## src/rtl/i2c_bus_arbiter_if.sv

```systemverilog
// rtl/i2c_bus_arbiter_if.sv - write port between the bus arbiter and the I2C write engine
interface i2c_bus_arbiter_if;
    logic [15:0] write_data_o;
    logic        valid_o;
    logic        ready_i;
    logic        done_i;
    logic        error_i;

    modport master (output write_data_o, output valid_o, input ready_i, input done_i, input error_i);
    modport slave  (input write_data_o, input valid_o, output ready_i, output done_i, output error_i);
endinterface

```

## src/rtl/i2c_bus_arbiter.sv

```systemverilog
// rtl/i2c_bus_arbiter.sv - round-robin arbiter sharing one I2C write engine, with done/error watchdog
// Optional burst locking is compiled in with I2C_ARB_LOCK_EN.
module i2c_bus_arbiter #(
    parameter int NUM_REQ        = 2,
    parameter int TIMEOUT_CYCLES = 65535
) (
    input  logic                   clk_i,
    input  logic                   reset_n_i,
    input  logic [NUM_REQ-1:0]     req_valid_i,
    input  logic [16*NUM_REQ-1:0]  req_data_i,
`ifdef I2C_ARB_LOCK_EN
    input  logic [NUM_REQ-1:0]     req_lock_i,
`endif
    output logic [NUM_REQ-1:0]     req_ready_o,
    output logic [NUM_REQ-1:0]     req_done_o,
    output logic [NUM_REQ-1:0]     req_error_o,
    output logic                   busy_o,
    output logic                   timeout_o,
    i2c_bus_arbiter_if.master      eng
);
    localparam int IW = (NUM_REQ > 1) ? $clog2(NUM_REQ) : 1;
    localparam int TW = $clog2(TIMEOUT_CYCLES + 1);
    localparam logic [TW-1:0] T_LAST = TW'(TIMEOUT_CYCLES - 1);

    typedef enum logic [2:0] {S_IDLE, S_ACCEPT, S_ISSUE, S_WAIT, S_COMPLETE} state_t;

    state_t               state, state_nx;
    logic [IW-1:0]        ptr, ptr_nx, gnt, gnt_nx, gnt_inc;
    logic [TW-1:0]        timer, timer_nx;
    logic [15:0]          data_nx;
    logic                 valid_nx, busy_nx, timeout_nx;
    logic [NUM_REQ-1:0]   ready_nx, done_nx, error_nx;
    logic                 found;
    logic [IW-1:0]        win, cand;
`ifdef I2C_ARB_LOCK_EN
    logic [3:0]           lcnt, lcnt_nx;
    logic                 err_q, err_nx;
`endif

    assign gnt_inc = (int'(gnt) == NUM_REQ - 1) ? '0 : gnt + 1'b1;

    // Rotating search: first valid requester at or above the pointer, wrapping.
    always_comb begin
        found = 1'b0;
        win   = ptr;
        cand  = ptr;
        for (int i = 0; i < NUM_REQ; i++) begin
            if (!found && req_valid_i[cand]) begin
                found = 1'b1;
                win   = cand;
            end
            cand = (int'(cand) == NUM_REQ - 1) ? '0 : cand + 1'b1;
        end
    end

    always_comb begin
        state_nx   = state;
        ptr_nx     = ptr;
        gnt_nx     = gnt;
        timer_nx   = timer;
        data_nx    = eng.write_data_o;
        valid_nx   = 1'b0;
        timeout_nx = 1'b0;
        ready_nx   = '0;
        done_nx    = '0;
        error_nx   = '0;
`ifdef I2C_ARB_LOCK_EN
        lcnt_nx    = lcnt;
        err_nx     = err_q;
`endif
        unique case (state)
            S_IDLE: begin
                if (found) begin
                    gnt_nx        = win;
                    data_nx       = req_data_i[16*int'(win) +: 16];
                    ready_nx[win] = 1'b1;
                    state_nx      = S_ACCEPT;
`ifdef I2C_ARB_LOCK_EN
                    if (win != ptr) lcnt_nx = '0;
`endif
                end
            end
            S_ACCEPT: begin
                state_nx = S_ISSUE;
                if (eng.ready_i) begin
                    valid_nx = 1'b1;
                    timer_nx = '0;
                end
            end
            S_ISSUE: begin
                // valid_o high here means the strobe is on the wire this cycle.
                if (eng.valid_o) begin
                    state_nx = S_WAIT;
                    timer_nx = timer + 1'b1;
                end else if (eng.ready_i) begin
                    valid_nx = 1'b1;
                    timer_nx = '0;
                end
            end
            S_WAIT: begin
                timer_nx = timer + 1'b1;
                if (eng.done_i || eng.error_i) begin
                    state_nx      = S_COMPLETE;
                    done_nx[gnt]  = 1'b1;
                    error_nx[gnt] = eng.error_i;
`ifdef I2C_ARB_LOCK_EN
                    err_nx        = eng.error_i;
`endif
                end else if (timer >= T_LAST) begin
                    state_nx      = S_COMPLETE;
                    done_nx[gnt]  = 1'b1;
                    error_nx[gnt] = 1'b1;
                    timeout_nx    = 1'b1;
`ifdef I2C_ARB_LOCK_EN
                    err_nx        = 1'b1;
`endif
                end
            end
            S_COMPLETE: begin
                state_nx = S_IDLE;
`ifdef I2C_ARB_LOCK_EN
                // lcnt counts grants already held; the 16th grant releases the lock.
                if (req_lock_i[gnt] && !err_q && lcnt != 4'd15) begin
                    lcnt_nx = lcnt + 1'b1;
                end else begin
                    ptr_nx  = gnt_inc;
                    lcnt_nx = '0;
                end
`else
                ptr_nx = gnt_inc;
`endif
            end
            default: state_nx = S_IDLE;
        endcase
        busy_nx = (state_nx != S_IDLE);
    end

    always_ff @(posedge clk_i or negedge reset_n_i) begin
        if (!reset_n_i) begin
            state            <= S_IDLE;
            ptr              <= '0;
            gnt              <= '0;
            timer            <= '0;
            eng.write_data_o <= '0;
            eng.valid_o      <= 1'b0;
            req_ready_o      <= '0;
            req_done_o       <= '0;
            req_error_o      <= '0;
            busy_o           <= 1'b0;
            timeout_o        <= 1'b0;
`ifdef I2C_ARB_LOCK_EN
            lcnt             <= '0;
            err_q            <= 1'b0;
`endif
        end else begin
            state            <= state_nx;
            ptr              <= ptr_nx;
            gnt              <= gnt_nx;
            timer            <= timer_nx;
            eng.write_data_o <= data_nx;
            eng.valid_o      <= valid_nx;
            req_ready_o      <= ready_nx;
            req_done_o       <= done_nx;
            req_error_o      <= error_nx;
            busy_o           <= busy_nx;
            timeout_o        <= timeout_nx;
`ifdef I2C_ARB_LOCK_EN
            lcnt             <= lcnt_nx;
            err_q            <= err_nx;
`endif
        end
    end
endmodule

```

## src/flat_wrapper.sv

```systemverilog
// flat-port wrapper written by rule: the top's interface ports become plain ports
module i2c_bus_arbiter_flat 
#(
    parameter int NUM_REQ        = 2,
    parameter int TIMEOUT_CYCLES = 65535
)
  (clk_i, reset_n_i, req_valid_i, req_data_i, req_ready_o, req_done_o, req_error_o, busy_o, timeout_o, eng_write_data_o, eng_valid_o, eng_ready_i, eng_done_i, eng_error_i);
  i2c_bus_arbiter_if eng_i ();
  input  logic clk_i;
  input  logic reset_n_i;
  input  logic [NUM_REQ-1:0] req_valid_i;
  input  logic [16*NUM_REQ-1:0] req_data_i;
  output logic [NUM_REQ-1:0] req_ready_o;
  output logic [NUM_REQ-1:0] req_done_o;
  output logic [NUM_REQ-1:0] req_error_o;
  output logic busy_o;
  output logic timeout_o;
  output wire logic [$bits(eng_i.write_data_o)-1:0] eng_write_data_o;
  output wire logic [$bits(eng_i.valid_o)-1:0] eng_valid_o;
  input wire logic [$bits(eng_i.ready_i)-1:0] eng_ready_i;
  input wire logic [$bits(eng_i.done_i)-1:0] eng_done_i;
  input wire logic [$bits(eng_i.error_i)-1:0] eng_error_i;
  assign eng_write_data_o = eng_i.write_data_o;
  assign eng_valid_o = eng_i.valid_o;
  assign eng_i.ready_i = eng_ready_i;
  assign eng_i.done_i = eng_done_i;
  assign eng_i.error_i = eng_error_i;
  i2c_bus_arbiter #(.NUM_REQ(NUM_REQ), .TIMEOUT_CYCLES(TIMEOUT_CYCLES)) u_core (.clk_i(clk_i), .reset_n_i(reset_n_i), .req_valid_i(req_valid_i), .req_data_i(req_data_i), .req_ready_o(req_ready_o), .req_done_o(req_done_o), .req_error_o(req_error_o), .busy_o(busy_o), .timeout_o(timeout_o), .eng(eng_i));
endmodule
```

## config.mk

```make
export PLATFORM = sky130hd
export DESIGN_NAME = i2c_bus_arbiter_flat
export DESIGN_NICKNAME = d
export VERILOG_FILES = /design/src/rtl/i2c_bus_arbiter_if.sv /design/src/rtl/i2c_bus_arbiter.sv /design/src/flat_wrapper.sv
export SDC_FILE = /design/constraint.sdc
export NUM_CORES = 1
export LEC_CHECK = 0
export ABC_AREA = 1
export CAP_MARGIN = 20
export CORE_ASPECT_RATIO = 2
export CORE_MARGIN = 10
export CORE_UTILIZATION = 52
export CTS_BUF_LIST = sky130_fd_sc_hd__clkbuf_16
export DETAILED_ROUTE_END_ITERATION = 7
export PLACE_DENSITY = 0.85
export SYNTH_ARGS = -nofsm -noshare
export SYNTH_HDL_FRONTEND = slang
export SYNTH_SLANG_ARGS = --single-unit
```

## constraint.sdc

```tcl
create_clock -name clk_i -period 2.9 [get_ports clk_i]
set_clock_uncertainty 0.05 [all_clocks]
set_input_delay 0.29 -clock clk_i [delete_from_list [all_inputs] [get_ports clk_i]]
set_output_delay 0.29 -clock clk_i [all_outputs]
set_load 0.05 [all_outputs]
```

== Yosys cells after proc, flatten, opt, wreduce, memory -nomap -nowiden ==
Index checks and enable logic that the tools add are counted.

* Flip-flop bits (word level): 46
* Bits in latches: 0
* Bits in writable memories: 0
* ROM bits: 0
* Bits of input ports: 39
* Output and inout port bits: 25
* Word-level logic and storage cells: 70
* Memories: 0

* Add/sub/neg operators: 3
* Multiply operators: 0
* Div/mod/pow operators: 0
* $lt $le $gt $ge: 7
* Equality and inequality tests: 4
* Shifts and indexed selects: 1
* Muxes and demuxes: 34
* Bitwise logic cells: 1
* Reduce and logical (&&, ||, !) cells: 9

{| class="wikitable"
|+ Operators by type and width
! cell !! count
|-
| $pmux 16 s3 || 1
|-
| $mux 16 || 2
|-
| $shiftx 32x6->16 || 1
|-
| $add 16x1->16 const B || 1
|-
| $ge 16x16->1 const B || 1
|-
| $mux 1 || 16
|-
| $mux 2 || 7
|-
| $mux 3 || 4
|-
| $pmux 3 s4 || 1
|-
| $lt 1x2->1 const B || 4
|-
| $eq 3x2->1 const B || 2
|-
| $reduce_bool 3->1 || 2
|-
| $eq 3x1->1 const B || 1
|-
| $eq 3x3->1 const B || 1
|-
| $logic_and 1x1->1 || 3
|-
| $logic_not 3->1 || 1
|-
| $add 1x1->1 const B || 2
|-
| $and 2x2->2 || 1
|-
| $demux 1 s1 || 2
|-
| $ge 1x1->1 const B || 2
|-
| $pmux 1 s2 || 1
|-
| $reduce_and 2->1 || 1
|-
| $logic_not 1->1 || 1
|-
| $logic_or 1x1->1 || 1
|}

== Depth between registers and ports, before layout ==
Gate-level depths: netlist (run 1).

* Word-level depth: 12
* Depth in mapped cells: 9
* Mapped depth without buffers: 9

== Worst setup path before layout (run 1) ==
No wires, ideal clock.

* Kind: register -> register
* From: reg u_core.eng.valid_o
* To: reg u_core.timer[6]
* Data arrival time: 1.430 ns
* Path slack: 1.357 ns
* Cell stages (with the launch flop): 8
* Buffers on the path: 1
* Cells stage by stage: dfrtp_1 > inv_1 > a21oi_4 > buf_4 > nand2_1 > nand3_1 > o21ai_0 > inv_1

* Word-level cells in the longest chain between the ends: 2

{| class="wikitable"
|+ Ends and longest elaborated chain
! what !! line !! text
|-
| start: declaration || i2c_bus_arbiter_if.sv:9 || <nowiki>modport master (output write_data_o, output valid_o, input ready_i, input done_i, input error_i);</nowiki>
|-
| start signal: assignment || i2c_bus_arbiter.sv:161 || <nowiki>eng.valid_o <= valid_nx;</nowiki>
|-
| $mux 16 || i2c_bus_arbiter.sv:92 || <nowiki>if (eng.valid_o) begin</nowiki>
|-
| $pmux 16 s3 || i2c_bus_arbiter.sv:71 || <nowiki>unique case (state)</nowiki>
|-
| end signal: assignment || i2c_bus_arbiter.sv:159 || <nowiki>timer <= timer_nx;</nowiki>
|-
| end: declaration || i2c_bus_arbiter.sv:29 || <nowiki>logic [TW-1:0] timer, timer_nx;</nowiki>
|}

No other way between the ends.
A chain may end at the register's enable or synchronous reset.

== Worst setup path in the final report (run 1) ==
* From: in req_valid_i[1]
* To: reg u_core.eng.write_data_o[3]

* Word-level cells in the longest chain between the ends: 7

{| class="wikitable"
|+ Ends and longest elaborated chain
! what !! line !! text
|-
| start: declaration || flat_wrapper.sv:11 || <nowiki>input logic [NUM_REQ-1:0] req_valid_i;</nowiki>
|-
| $mux 1 (implied by the code) (2 in series) || i2c_bus_arbiter.sv:48 || <nowiki>if (!found && req_valid_i[cand]) begin</nowiki>
|-
| $mux 1 || i2c_bus_arbiter.sv:48 ||
|-
| $logic_not 1->1 || i2c_bus_arbiter.sv:48 ||
|-
| $logic_and 1x1->1 || i2c_bus_arbiter.sv:48 ||
|-
| $mux 1 || i2c_bus_arbiter.sv:48 ||
|-
| $shiftx 32x6->16 or $reduce_and 2->1 (tied branches) || n/a ||
|-
| end signal: assignment || i2c_bus_arbiter.sv:160 || <nowiki>eng.write_data_o <= data_nx;</nowiki>
|-
| end: declaration || i2c_bus_arbiter_if.sv:9 ||
|}

Parallel ways exist; a longest one is shown, timed or not. The select of a mux whose other input is x is not followed.

==> run summary, run 1 <==
Status = complete, no violations
CTS tree = built
Yosys top cell area share = 0.481
Detailed-route via count = 2216
Global-route wire length before repair = 9860 um
Syn avg cell area = 7.53 sq um
Yosys reg bits = 46
Hold Slack = 0.122 ns
Layout net count = 421
CP Capture Type = flip-flop
Clk Latency, worst-skew pair = 0.28 ns
Top_reg_cell synth = dfrtp_1
# fillers = 372
Slew Viols, Final = 0
# port buffers = 63
Critical path class = input pin to flip-flop
Sink Count = 46
Non-filler instance count after layout = 434
CTS resizes = 0
EDFF count, synth = 0
Dpl ws = 0.708 ns
Clk buf depth = 2
Reg-to-reg critical path endpoint = u_core.timer[5]
Worst setup SP type = input pin
Antenna viol nets, final = 0
Routed len/inst = 14.2 um
Core Rows = 34
Max capacitance violation total = 0
Synth async-reset ratio = 1.00
Hold Crit Class = input pin to async pin
Total CTS buffers = 5
DIE WIDTH = 68.0 um
H-tree levels = 2
Core Region = 4420 sq um
Fmax = 536 MHz
PD cells = 980 nW/um^2
Initial antenna violation count = 0
Routability congestion estimate = 0.881
Vias per cell = 5.11
Sequential element share of the synthesized area = 0.481
Reg2Reg Setup Slack = 1.11 ns
Setup TNS = 0 ns
Cell Area, Synth = 2390 sq um
Setup repair after global routing missed its margin = no
Reg-to-Reg Start = u_core.state[2]
Final setup viols = 0
Largest cells by area after synthesis = dfrtp_1, nand2_1, inv_1
Total track usage = 0.158
Max FO, Critical Path = 34
Worst setup margin = 1.04 ns
Critical Path RT = 3.01 ns
Placed insts = 427
Synth cell types = 25
Die height = 116 um
Final hold vios = 0
Starting Density = 0.541
Final period util = 0.643
DRC Markers = 0
Vias in the first global route = 2109
Worst EP arrival = 1.98 ns
Worst-Margin Slew = 0.998 ns
Full die area = 7880 sq um
Share of cells above drive strength 1 = 0.0526
Worst R2R Path Depth = 6
Drt pass-1 iters = 4
Gate Count Post-Synth = 318
Postcts setup bufs = 0
Synth area leader = dfrtp_1
ANT cells = 0
Most frequent cells after synthesis = nand2_1, inv_1, dfrtp_1, nor2_1, o21ai_0
Synth Warn # = 0
Num ports = 64
Iter 0 DRT Violations = 152
Max IR drop VDD = 0.000749 V
HPWL Detailed = 4570 um
Clock root buffer = clkbuf_16
Hold buffers post-CTS = 0
Most frequent cell after synthesis = nand2_1
Clock transition at path regs = 0.06 ns
Finished Core Util = 0.716
Grt total ovfl = 0
Post-synth net total = 359
Worst rel slew slack = 0.334
P&R area growth vs syn = 32.3%
Static leakage = 1.57 nW
Largest net degree at the start of global routing = 47
Crit path time final = 1.86 ns
DRT Wirelength = 6160 um
## final cells by class
type                    count  area (sq um)  share of cell area
flip-flops and latches     46          1150               0.363
multi-input cells         213           997               0.315
repair buffers             63           626               0.197
inverters                  51           191              0.0604
clock buffers               5           125              0.0395
well taps                  54          67.6              0.0213
clock inverters             2          10.0             0.00316
## flip-flops by register name, indices dropped and copies added (netlist names)
name / flops
u_core.busy_o: 1
u_core.eng.valid_o: 1
u_core.eng.write_data_o: 16
u_core.gnt: 1
u_core.ptr: 1
u_core.req_done_o: 2
u_core.req_error_o: 2
u_core.req_ready_o: 2
u_core.state: 3
u_core.timeout_o: 1
u_core.timer: 16
## critical path, cell delays in order
cell             delay, ns
clkdlybuf4s50_1       0.47
inv_1                 0.05
o21bai_1              0.11
nand2_1               0.55
o21ai_0               0.42
nand2_1               0.08
## stage by stage
step	instance area, sq um	total power, mW
2_1_floorplan	2390	2.12
3_3_place_gp	3030	2.54
3_5_place_dp	3030	2.59
4_1_cts	3170	3.13
5_1_grt	3170	3.31
6_report	3170	3.10
## metal layers
| metal | global-route usage | vias up | routed length (um) |
|---|---|---|---|
| li1 | - | 1121 | - |
| met1 | 0.179 | 999 | 2400 |
| met3 | 0.0348 | 12 | 616 |
| met5 | 0 | - | 0 |
| met4 | 0.0661 | 0 | 132 |
| met2 | 0.273 | 84 | 3000 |
## power by group
| group | switching (mW) | internal, mW |
|---|---|---|
| combinational | 1.11 | 0.511 |
| clock | 0.225 | 0.311 |
| sequential | 0.118 | 0.832 |
| total | 1.45 | 1.65 |
## layout by cell type, fill, tap and decap left out, types with 2 or more instances in the layout
master           instances
o21ai_1                  3
o21bai_1                 7
clkinv_2                 2
a21oi_1                 19
clkbuf_16                5
ha_1                     2
inv_2                    2
o21ai_2                  3
nand3_1                 20
o21ai_0                 26
clkdlybuf4s50_1         62
nor2_1                  26
dfrtp_1                 46
nor2_2                   4
nand2_1                 94
inv_1                   49
nand4_1                  2
## logic make-up (layout without fill, tap and decap cells)
logic type / after synthesis / count (layout) / synth area share
adder cells (fa/ha/maj): 2 / 2 / 0.0104
AO/OA/AOI/OAI: 60 / 60 / 0.143
buffers and inverters: 59 / 121 / 0.103
flip-flops: 46 / 46 / 0.481
AND/OR/NAND/NOR: 151 / 151 / 0.263
## worst max-delay path by stage
| stage | to | cells after the start | slack, ns | startpoint |
|---|---|---|---|---|
| 2_1_floorplan | u_core.timer[6] | 7 | 1.36 | u_core.eng.valid_o |
| 3_3_place_gp | u_core.eng.write_data_o[10] | 6 | 0.81 | req_valid_i[1] |
| 3_5_place_dp | u_core.eng.write_data_o[14] | 6 | 0.71 | req_valid_i[1] |
| 4_1_cts | u_core.eng.write_data_o[14] | 6 | 1.02 | req_valid_i[1] |
| 5_1_grt | u_core.eng.write_data_o[6] | 7 | 0.78 | req_valid_i[1] |
| 6_report | u_core.eng.write_data_o[3] | 6 | 1.04 | req_valid_i[1] |
No activity file was read; power rests on OpenSTA's default activity.
==> inputs of run 2 (changes only) <==
--- a/config.mk
+++ b/config.mk
@@ -9,10 +9,10 @@
 export CAP_MARGIN = 20
 export CORE_ASPECT_RATIO = 2
 export CORE_MARGIN = 10
-export CORE_UTILIZATION = 52
+export CORE_UTILIZATION = 48
 export CTS_BUF_LIST = sky130_fd_sc_hd__clkbuf_16
 export DETAILED_ROUTE_END_ITERATION = 7
-export PLACE_DENSITY = 0.85
+export PLACE_DENSITY = 0.79
 export SYNTH_ARGS = -nofsm -noshare
 export SYNTH_HDL_FRONTEND = slang
 export SYNTH_SLANG_ARGS = --single-unit
==> constraint.sdc (replaced) <==
create_clock -name clk_i -period 1.9 [get_ports clk_i]
set_clock_uncertainty 0.05 [all_clocks]
set_input_delay 0.19 -clock clk_i [delete_from_list [all_inputs] [get_ports clk_i]]
set_output_delay 0.19 -clock clk_i [all_outputs]
set_load 0.05 [all_outputs]
==> run 2 against run 1 <==
Against the previous run: hold slack gained 0.30 ns; combinational power grew 63%; sequential cell count is the same; clock power grew 83%; core utilization shrank 4.3 points; die area grew 6.4%; design area grew 3.4%; worst setup slack lost 0.87 ns; sequential power grew 53%; count of clock-buffer cells in the layout is the same; first-iteration DRC count shrank 8.6%; global-route usage grew 0.26 points; largest cell class unchanged.
==> run summary, run 2 (synthesized netlist as in run 1, its figures left out) <==
Clock transition at path regs = 0.06 ns
Most common cell after layout, fill and taps aside = nand2_1
Max FO, Critical Path = 3
Critical path class = flip-flop to output pin
P&R area growth vs syn = 36.8%
Max IR drop VDD = 0.00114 V
CTS tree = built
Total CTS buffers = 5
Crit path time final = 1.74 ns
Setup repair after global routing missed its margin = no
Setup TNS = 0 ns
Antenna viol nets, final = 0
CP max stage delay = 0.82 ns
CTS resizes = 0
Total track usage = 0.161
Worst setup SP type = flip-flop
Initial antenna violation count = 0
Share of cells above drive strength 1 = 0.0646
Vias in the first global route = 2342
Num ports = 64
Static leakage = 1.62 nW
Busiest grt layer = met2
Iter 0 DRT Violations = 139
Full die area = 8390 sq um
# fillers = 435
PD cells = 1550 nW/um^2
Critical Path RT = 1.66 ns
CP Capture Type = output pin
H-tree levels = 2
# port buffers = 63
Layout net count = 427
Sequence of cells on the critical path = clkdlybuf4s50_1
CP max stage cell = clkdlybuf4s50_1
Core Region = 4860 sq um
Die height = 120 um
Global-route wire length before repair = 11100 um
Grt total ovfl = 0
Final hold vios = 0
DRC Markers = 0
Worst rel slew slack = 0.605
Routed len/inst = 14.7 um
Fmax = 576 MHz
Starting Density = 0.492
DRT Wirelength = 6540 um
Hold Crit Class = input pin to flip-flop
Max capacitance violation total = 0
Slew Viols, Final = 0
Pwr Total = 5.07 mW
Worst-Margin Slew = 0.593 ns
ANT cells = 0
Largest regs = u_core.eng.write_data_o: 16 flops, u_core.timer: 16 flops, u_core.state: 3 flops
Detailed-route via count = 2258
Final period util = 0.913
Sink Count = 46
GRT met2 Usage = 0.270
Most frequent cells in the layout = nand2_1, clkdlybuf4s50_1, inv_1
Clk Latency, worst-skew pair = 0.29 ns
Status = complete, no violations
Met3 track demand over resource = 0.0388
Worst Path Buf+Inv = 1
Drt pass-1 iters = 4
Hold Slack = 0.421 ns
Largest net degree at the start of global routing = 47
Met1 Use GR = 0.187
Clock root buffer = clkbuf_16
Vias per cell = 5.09
Clk buf depth = 2
DIE WIDTH = 69.9 um
Finished Core Util = 0.673
HPWL Detailed = 4900 um
Core Rows = 36
Final setup viols = 0
Worst EP arrival = 1.50 ns
Routability congestion estimate = 0.850
Family with the most delay on the worst path = buffers and inverters
run 2: cell types whose count changed in the layout (fill, tap and decap cells not counted), sizes merged:
cell	before	now
buf	1	6
bufinv	0	1
clkinv	2	0
clkinvlp	0	1
dlygate4sd3	0	1
inv	51	52
run 2: worst min-delay path: stages:
cell and delay [ns]:
clkdlybuf4s50_1 0.39, inv_1 0.08, a21oi_1 0.05
run 2: power by group:
group	switching [mW]	internal, mW
Combinational	1.75	0.886
Clock	0.363	0.616
Sequential	0.179	1.27
Total	2.30	2.77
run 2: repair_timing:
action | CTS | global route
buffers inserted | 0 | 0
hold buffers | 1 | 0
hold endpoints to repair | 46 | 0
endpoints found under the setup margin | 0 | 0
run 2: final timing paths:
check | start | endpoint | slack [ns] | depth (start not counted)
worst min register to register | u_core.eng.write_data_o[7] | u_core.eng.write_data_o[7] | 0.43 | 2
worst max register to register | u_core.state[2] | u_core.timer[5] | 0.32 | 7
min in group asynchronous | reset_n_i | u_core.busy_o | 0.47 | 3
max in group asynchronous | reset_n_i | u_core.timer[1] | 0.91 | 3
worst max-delay path | u_core.eng.valid_o | eng_valid_o | 0.16 | 1
worst min-delay path | eng_ready_i | u_core.eng.valid_o | 0.42 | 3
run 2: cell type report:
class / count / area, sq um / share of cell area
tap: 57 / 71.3 / 0.0218
sequential: 46 / 1150 / 0.351
clock buffer: 5 / 125 / 0.0382
clock inverter: 3 / 41.3 / 0.0126
inverter: 51 / 191 / 0.0584
timing repair buffer: 69 / 698 / 0.213
multi-input combinational: 213 / 997 / 0.304
run 2: per-stage QoR:
stage / instance area (sq um) / setup slack (ns) / std cells
final: 3280 / 0.165 / 444
after global routing: 3280 / 0.132 / 444
after CTS: 3280 / 0.148 / 444
after detailed placement: 3100 / 0.284 / 435
after global placement: 3100 / 0.353 / 435
after floorplan: 2390 / 0.357 / 318
run 2: routing by layer:
metal,vias to the layer above,share of wire
met1,1047,0.42
met3,13,0.048
li1,1125,-
met5,-,0
met2,73,0.50
met4,0,0.024
==> inputs of run 3 (changes only) <==
--- a/config.mk
+++ b/config.mk
@@ -12,7 +12,8 @@
 export CORE_UTILIZATION = 48
 export CTS_BUF_LIST = sky130_fd_sc_hd__clkbuf_16
 export DETAILED_ROUTE_END_ITERATION = 7
-export PLACE_DENSITY = 0.79
+export PLACE_DENSITY = 0.9
+export REMOVE_ABC_BUFFERS = 1
 export SYNTH_ARGS = -nofsm -noshare
 export SYNTH_HDL_FRONTEND = slang
 export SYNTH_SLANG_ARGS = --single-unit
==> run 3 against run 2 <==
Against the previous run: sequential cell count is the same; clock power shrank 0.7%; sequential share of layout area grew 0.13 points; core utilization shrank 0.26 points; critical path depth is the same; via count grew 0.62%; cell count is the same; sequential power is essentially flat; largest power group unchanged.
==> run summary, run 3 (synthesized netlist as in run 1, its figures left out) <==
Status = complete, no violations
Worst-Margin Slew = 0.577 ns
Pwr Total = 5.02 mW
Share of cells above drive strength 1 = 0.0646
Final setup viols = 0
Vias per cell = 5.12
Met3 track demand over resource = 0.0421
Initial antenna violation count = 0
HPWL Detailed = 4950 um
Internal power = 2.75 mW
Reg2Reg Setup Slack = 0.18 ns
Clock transition at path regs = 0.06 ns
Setup TNS = 0 ns
DRC Markers = 0
Largest net degree at the start of global routing = 47
Clk buf depth = 2
Critical Path RT = 1.66 ns
Crit path time final = 1.72 ns
Die height = 120 um
Total track usage = 0.151
Most frequent cells in the layout = nand2_1, clkdlybuf4s50_1, inv_1
Starting Density = 0.492
CP max stage cell = clkdlybuf4s50_1
Worst setup SP type = flip-flop
Reg-to-Reg Start = u_core.state[2]
Core Region = 4860 sq um
DRT Wirelength = 6410 um
Core Rows = 36
GRT met2 Usage = 0.273
Clk Latency, worst-skew pair = 0.28 ns
Placed insts = 435
H-tree levels = 2
Critical Path Start = u_core.eng.valid_o
Sink Count = 46
Critical path class = flip-flop to output pin
Static leakage = 1.62 nW
Non-filler instance count after layout = 444
Worst EP arrival = 1.48 ns
Drt pass-1 iters = 6
Reg-to-reg critical path endpoint = u_core.timer[5]
PD cells = 1540 nW/um^2
CTS tree = built
Iter 0 DRT Violations = 175
Worst Path Buf+Inv = 1
Postcts setup bufs = 0
Largest regs = u_core.eng.write_data_o: 16 flops, u_core.timer: 16 flops, u_core.state: 3 flops
Routed len/inst = 14.4 um
Fmax = 580 MHz
Finished Core Util = 0.671
ANT cells = 0
Routability congestion estimate = 0.911
Comb pwr share = 0.518
Global-route wire length before repair = 10700 um
Final hold vios = 0
Fin area = 3260 sq um
Antenna viol nets, final = 0
Grt total ovfl = 0
Sequence of cells on the critical path = clkdlybuf4s50_1
Num ports = 64
DIE WIDTH = 69.9 um
Register share of total power = 0.289
Detailed-route via count = 2272
Worst R2R Path Depth = 6
Final period util = 0.907
Area after DPL = 3090 sq um
CTS resizes = 0
Family with the most delay on the worst path = buffers and inverters
Hold buffers post-CTS = 1
Hold Crit Class = flip-flop to flip-flop
P&R area growth vs syn = 36.3%
Setup repair after global routing missed its margin = no
Busiest grt layer = met2
Max IR drop VDD = 0.00110 V
Vias in the first global route = 2271
Full die area = 8390 sq um
CP Depth = 1
CP max stage delay = 0.82 ns
Layout net count = 427
Total CTS buffers = 5
Slew Viols, Final = 0
Worst rel slew slack = 0.615
# port buffers = 63
Clk pwr share = 0.193
Max capacitance violation total = 0
P_sw = 2.27 mW
Critical Path Sink = eng_valid_o
Sw frac = 0.452
Max FO, Critical Path = 3
Clock root buffer = clkbuf_16
Most common cell after layout, fill and taps aside = nand2_1
Met1 Use GR = 0.162
CP Capture Type = output pin
==> run 3: final cells by class <==
class | count | area (sq um)
sequential | 46 | 1150
fill | 379 | 1600
timing repair buffer | 69 | 686
clock inverter | 3 | 41.3
inverter | 51 | 191
tap | 57 | 71.3
clock buffer | 5 | 125
multi-input combinational | 213 | 997
==> run 3: power groups by stage <==
| stage | Clock, mW | Sequential (mW) | Combinational [mW] |
|---|---|---|---|
| global placement | 0 | 1.46 | 2.53 |
| floorplan | 0 | 2.21 | 0.915 |
| global route | 1.03 | 1.49 | 2.83 |
| CTS | 0.994 | 1.45 | 2.62 |
| finish | 0.972 | 1.45 | 2.60 |
| detailed placement | 0 | 1.47 | 2.61 |
==> run 3: per-stage QoR <==
| stage | worst slack (ns) | hold slack (ns) |
|---|---|---|
| 6_report | 0.176 | 0.431 |
| 5_1_grt | 0.0618 | 0.471 |
| 4_1_cts | 0.159 | 0.432 |
| 3_5_place_dp | 0.228 | 0.265 |
| 3_3_place_gp | 0.274 | 0.263 |
| 2_1_floorplan | 0.311 | -0.156 |
==> run 3: per-layer routing <==
metal / part of all wire / vias up
met5: 0 / -
met1: 0.39 / 1033
met4: 0.023 / 0
met2: 0.52 / 91
li1: - / 1133
met3: 0.071 / 15
==> run 3: worst min path at each step <==
stage | endpoint | start | cells after the start | slack [ns]
floorplan | u_core.busy_o | reset_n_i | 0 | -0.16
global placement | u_core.eng.write_data_o[12] | reset_n_i | 2 | 0.26
detailed placement | u_core.eng.write_data_o[12] | reset_n_i | 2 | 0.26
CTS | u_core.eng.write_data_o[8] | u_core.eng.write_data_o[8] | 2 | 0.43
global route | u_core.eng.write_data_o[11] | req_data_i[27] | 3 | 0.47
finish | u_core.eng.write_data_o[13] | u_core.eng.write_data_o[13] | 2 | 0.43
